[src/rtl/pipelined_carry_adder.sv]
// Pipelined WIDTH-bit add/subtract: one SW-bit slice per stage with a registered inter-slice carry,
// valid bits travelling with the data, and a single global advance enable for backpressure.
module pipelined_carry_adder #(
  parameter int WIDTH  = 16,
  parameter int STAGES = 4
) (
  input  logic             clk,
  input  logic             rst_n,
  input  logic             in_valid,
  output logic             in_ready,
  input  logic [WIDTH-1:0] a,
  input  logic [WIDTH-1:0] b,
  input  logic             cin,
  input  logic             sub,
  output logic             out_valid,
  input  logic             out_ready,
  output logic [WIDTH-1:0] sum,
  output logic             cout,
  output logic             overflow
);
  localparam int SW = WIDTH / STAGES;

  logic             en;
  logic [WIDTH-1:0] b_eff;
  logic             c0;

  assign en       = out_ready || !out_valid;
  assign in_ready = en;
  assign b_eff    = sub ? ~b : b;
  assign c0       = sub || cin;

  // Stage k sees only the not-yet-added upper bits (REM wide) and the already-finished lower sum bits.
  for (genvar k = 0; k < STAGES; k++) begin : g_stg
    localparam int LO  = k * SW;
    localparam int REM = WIDTH - LO;

    logic [REM-1:0]   a_in;
    logic [REM-1:0]   b_in;
    logic             c_in;
    logic             v_in;
    logic [SW:0]      slice;
    logic [LO+SW-1:0] s_nxt;
    logic             v_q;
    logic             c_q;
    logic [LO+SW-1:0] s_q;

    assign slice = {1'b0, a_in[SW-1:0]} + {1'b0, b_in[SW-1:0]} + {{SW{1'b0}}, c_in};

    if (k == 0) begin : g_head
      assign a_in  = a;
      assign b_in  = b_eff;
      assign c_in  = c0;
      assign v_in  = in_valid;
      assign s_nxt = slice[SW-1:0];
    end else begin : g_body
      assign a_in  = g_stg[k-1].g_skew.a_q;
      assign b_in  = g_stg[k-1].g_skew.b_q;
      assign c_in  = g_stg[k-1].c_q;
      assign v_in  = g_stg[k-1].v_q;
      assign s_nxt = {slice[SW-1:0], g_stg[k-1].s_q};
    end

    always_ff @(posedge clk or negedge rst_n) begin
      if (!rst_n) begin
        v_q <= 1'b0;
        c_q <= 1'b0;
        s_q <= '0;
      end else if (en) begin
        v_q <= v_in;
        c_q <= slice[SW];
        s_q <= s_nxt;
      end
    end

    if (k < STAGES - 1) begin : g_skew
      logic [REM-SW-1:0] a_q;
      logic [REM-SW-1:0] b_q;

      always_ff @(posedge clk or negedge rst_n) begin
        if (!rst_n) begin
          a_q <= '0;
          b_q <= '0;
        end else if (en) begin
          a_q <= a_in[REM-1:SW];
          b_q <= b_in[REM-1:SW];
        end
      end
    end else begin : g_tail
      // Both operand MSBs live in the top slice, so overflow is resolved alongside it.
      logic ovf_q;

      always_ff @(posedge clk or negedge rst_n) begin
        if (!rst_n) begin
          ovf_q <= 1'b0;
        end else if (en) begin
          ovf_q <= (a_in[SW-1] == b_in[SW-1]) && (slice[SW-1] != a_in[SW-1]);
        end
      end
    end
  end

  assign out_valid = g_stg[STAGES-1].v_q;
  assign sum       = g_stg[STAGES-1].s_q;
  assign cout      = g_stg[STAGES-1].c_q;
  assign overflow  = g_stg[STAGES-1].g_tail.ovf_q;

endmodule

[config.mk]
export PLATFORM = sky130hd
export DESIGN_NAME = pipelined_carry_adder
export DESIGN_NICKNAME = d
export VERILOG_FILES = /design/src/rtl/pipelined_carry_adder.sv
export SDC_FILE = /design/constraint.sdc
export NUM_CORES = 1
export LEC_CHECK = 0
export CAP_MARGIN = 20
export CORE_MARGIN = 2
export CORE_UTILIZATION = 40
export DETAILED_ROUTE_END_ITERATION = 16
export SLEW_MARGIN = 20
export SYNTH_ARGS = -nofsm -noshare
export SYNTH_HDL_FRONTEND = slang
export SYNTH_SLANG_ARGS = --single-unit
[constraint.sdc]
create_clock -name clk -period 1.85 [get_ports clk]
set_input_delay 0.555 -clock clk [delete_from_list [all_inputs] [get_ports clk]]
set_output_delay 0.555 -clock clk [all_outputs]
set_load 0.02 [all_outputs]
Word-level counts from Yosys, hierarchy flattened
Index checks and enable logic that the tools add are counted.

Register bits after elaboration: 97. Output and inout port bits: 20.

Add/sub/neg operators: 8. Eq/ne operators: 2. Mux-type cells: 1. Bitwise operators: 1. Reduce and logical (&&, ||, !) cells: 4.

Operators by type and width (number): $add 4x4->5 (4); $add 5x1->5 (4); $mux 16 (1); $not 16->16 (1); $logic_or 1x1->1 (2); $eq 1x1->1 (1); $logic_and 1x1->1 (1); $logic_not 1->1 (1); $ne 1x1->1 (1).

Longest topological paths before layout
Word-level depth: 4. Mapped depth: 8. Depth with buffers taken out: 6.

Worst setup path before layout
No wires, ideal clock.

Kind: input -> register. From: in sub. To: reg g_stg[0].c_q. Arrival time: 2.359 ns. Path slack: -0.641 ns. Stages: 8. Buffers on the path: 2. Cells stage by stage: buf_4 -> buf_4 -> or2_2 -> fa_1 -> fa_1 -> a21o_1 -> a21oi_1 -> a21oi_1.

Longest elaborated chain between the ends: 3.

Ends and longest elaborated chain: start: declaration (RTL line 14) `input logic sub,`; $mux 16 (RTL line 29) `assign b_eff = sub ? ~b : b;`; $add 4x4->5 (RTL line 47) `assign slice = {1'b0, a_in[SW-1:0]} + {1'b0, b_in[SW-1:0]} + {{SW{1'b0}}, c_in};`; $add 5x1->5 * (RTL line 47); end signal: assignment (RTL line 70) `c_q <= slice[SW];`; end: declaration (RTL line 44) `logic c_q;`.

Every way passes the cells marked *; elsewhere a longest branch is shown, timed or not. A chain may end at the register's enable or synchronous reset.

Worst setup path after layout
Same ends and word-level chain as after synthesis.

==> results.md <==
- # nets final: 583
- Worst EP required: 2.07 ns
- Vias in the first global route: 3012
- P_int: 4.969 mW
- PD cells: 1518 mW/mm²
- GRT Total Usage: 15.21%
- WP data arrival: 2.06 ns
- Setup violators final: 0
- Hold Path Class: in -> async
- Max stage delay on crit path: 0.42 ns
- Final Util: 50.53%
- Initial antenna violation count: 0
- DP HPWL: 5.778 mm
- Largest cells by area after synthesis: dfrtp_1 56%, nand2_1 20%, fa_1 3.7%
- Synth Cell Area: 0.004318 mm²
- Startpoint Class: primary input
- Fin. Hold Viols: 0
- Final period util: 99.43%
- H-tree depth: 3
- Initial Utilization: 41.45%
- CP most frequent cell: fa_2
- CTS tree: yes
- Switch Pwr: 3.022 mW
- I/O Buffers: 57
- Flop pwr share: 45.0%
- Unrepaired setup endpoints after global routing: true
- Placed Area: 0.005082 mm²
- Slew Limit Fails: 0
- Residual DRC: 0
- Sequential cell area fraction in the yosys report: 56.22%
- Crit-path cells: buf_8 > or2_4 > fa_2 > fa_2 > a21o_1 > a21oi_2 > a21oi_1
- I/O pins: 58
- CTS Sinks: 97
- Post-synth top area share: 56.22%
- Max-Cap Viols: 0
- Comb power frac: 39.3%
- Hold Buf Count CTS: 0
- Synth Flop Type: dfrtp_1
- Final wirelength: 8.058 mm
- Largest net degree at the start of global routing: 50
- DR iter-0 viols: 79
- Rel. slew slack: 65.22%
- Drt first pass iters: 6
- Site Rows: 37
- Final worst path period need: 1.839 ns
- Layout area overhead: 21.91%
- Final Wtd Congestion: 0.7920
- Share of cells above drive strength 1: 9.057%
- Leak pwr: 2.660 nW
- Clock root buffer: clkbuf_8
- Die X: 107.9 µm
- CTS buffer count: 9
- YS warnings: 0
- Post-synth EDFFs: 0
- Global-route wire length before repair: 14.03 mm
- Status: complete, no violations
- Die height: 107.9 µm
- Vias per cell: 4.568
- Post-route ant nets: 0
- Avg Cell Area, Syn: 9.346 µm²
- Ant. Diodes: 0
- Dominant cell type by area after synthesis: dfrtp_1
- Post-Layout Inst Area: 0.005264 mm²
- CP max FO: 3
- Post-synthesis async set-or-reset flop share: 100.0%
- Switching share of power: 37.81%
- Crit path kind: in -> reg
- Synth Register Bits: 97
- Max Root-Sink Buffers: 2
- DR WL/cell: 12.10 µm
- Clk_skew: 0.007552 ns
- Max Clk Rate: 0.5436 GHz
- Hold WS: 0.1076 ns
- Worst Max-Slew Pin Slew: 0.5217 ns
- Die ar.: 0.01164 mm²
- DR vias: 3042
- Clock transition at the registers of the reported paths: 0.09 ns
- Cell variety after synth: 28
- Clock latency on the worst-skew pair: 0.35 ns
- Peak supply drop: 0.001084 V
- Slowest stage cell, crit path: fa_2
- Core area: 0.01042 mm²
- Post-Syn Nets: 520
- CP Capture Type: flop
- Global route overflow: 0
- Layout fillers: 1022
- Post-Syn Instances: 462
- Clock power frac: 15.7%
registers in the layout (all words and copies together), names as in the netlist:
register          count
g_stg.v_q             3
sum                  16
g_stg.c_q             3
overflow              1
g_stg.s_q            24
g_stg.g_skew.b_q     24
cout                  1
g_stg.g_skew.a_q     24
out_valid             1
cells in the mapped netlist, drive strengths merged (4+ instances only):
cell / instances
nor2b: 5
buf: 19
a21oi: 12
nand3: 4
fa: 8
xor2: 5
dfrtp: 97
inv: 10
xnor2: 14
ha: 12
nand2: 226
o21ai: 18
clkbuf: 4
a21o: 5
nor2: 6
metal layers:
layer | up-vias | global-route usage, % | share of wire (%)
met5 | - | 0 | 0
li1 | 1587 | - | -
met4 | 0 | 5.495 | 0.88
met1 | 1402 | 21.92 | 50
met2 | 48 | 23.36 | 46
met3 | 5 | 2.300 | 3.1
placed cells by master (no fill, tap or decap), types with 2 or more instances in the layout:
cell type / n
a211oi_1: 2
a21boi_0: 2
a21o_1: 5
a21oi_1: 10
a21oi_2: 2
buf_4: 18
clkbuf_8: 11
clkdlybuf4s50_1: 31
clkinvlp_4: 3
dfrtp_1: 97
dlygate4sd2_1: 21
fa_1: 3
fa_2: 5
ha_1: 12
inv_1: 9
mux2i_1: 3
nand2_1: 226
nand3_1: 4
nor2_1: 6
nor2b_1: 4
o2111ai_1: 3
o21ai_0: 17
or4_1: 3
xnor2_1: 13
xor2_1: 5
final cells by class:
class	count	area [µm²]	area share (%)
multi-input cells	332	1762	33.47
well taps	136	170.2	3.233
repair buffers	75	684.4	13.00
clock inverters	4	27.53	0.5229
flip-flops and latches	97	2427	46.11
inverters	10	37.54	0.7131
clock buffers	12	155.1	2.947
power by group through the flow:
stage / Sequential, mW / Combinational, mW / Clock, mW
after floorplan: 3.77 / 2.02 / 0
after global placement: 3.63 / 3.19 / 0
after detailed placement: 3.65 / 3.30 / 0
after CTS: 3.61 / 3.16 / 1.30
after global routing: 3.73 / 3.65 / 1.38
final: 3.59 / 3.14 / 1.25
critical path: cells and delay by family:
family	cells	cell delay (ns)
fa+ha+maj	2	0.82
compound gates	3	0.35
buf+inv	1	0.11
simple gates	1	0.23
cells by family (layout without fill, tap and decap cells):
family | after synthesis | count (layout) | synth area share (%)
AO/OA/AOI/OAI | 44 | 44 | 6.027
multiplexers | 3 | 3 | 0.6955
XOR/XNOR | 19 | 19 | 3.854
buffers and inverters | 33 | 101 | 3.680
adder cells (fa/ha/maj) | 20 | 20 | 7.186
flip-flops | 97 | 97 | 56.22
AND/OR/NAND/NOR | 246 | 246 | 22.34
path summary, 6_finish.rpt:
path                                   startpoint                     end  slack, ns  depth (start not counted)
max reg2reg                g_stg[2].g_skew.b_q[0]                    cout       0.09                          5
min in group clk                           sum[4]                  sum[4]       0.46                          2
min reg2reg                                sum[4]                  sum[4]       0.46                          2
max                                           sub            g_stg[0].c_q       0.01                          7
max in group asynchronous                   rst_n         g_stg[0].s_q[2]       1.18                          2
min                                         rst_n  g_stg[0].g_skew.b_q[3]       0.11                          1
per-stage QoR:
step / power [mW] / worst slack (ns) / setup TNS, ns / instances
3_5_place_dp: 6.960 / -0.8776 / -23.61 / 649
5_1_grt: 8.769 / -0.03118 / -0.05662 / 666
3_3_place_gp: 6.820 / -0.8423 / -23.35 / 649
6_report: 7.991 / 0.01055 / 0 / 666
4_1_cts: 8.071 / 0.002223 / 0 / 665
2_1_floorplan: 5.787 / -0.4469 / -1.139 / 462
repair_timing:
| action | 4_1_cts | 5_1_grt |
|---|---|---|
| pin swaps | 5 | 9 |
| buffers inserted | 0 | 1 |
| gates cloned | 0 | 0 |
| setup endpoints to repair | 26 | 7 |
| gates resized for setup | 34 | 10 |
Power figures use the tool's default switching activity.
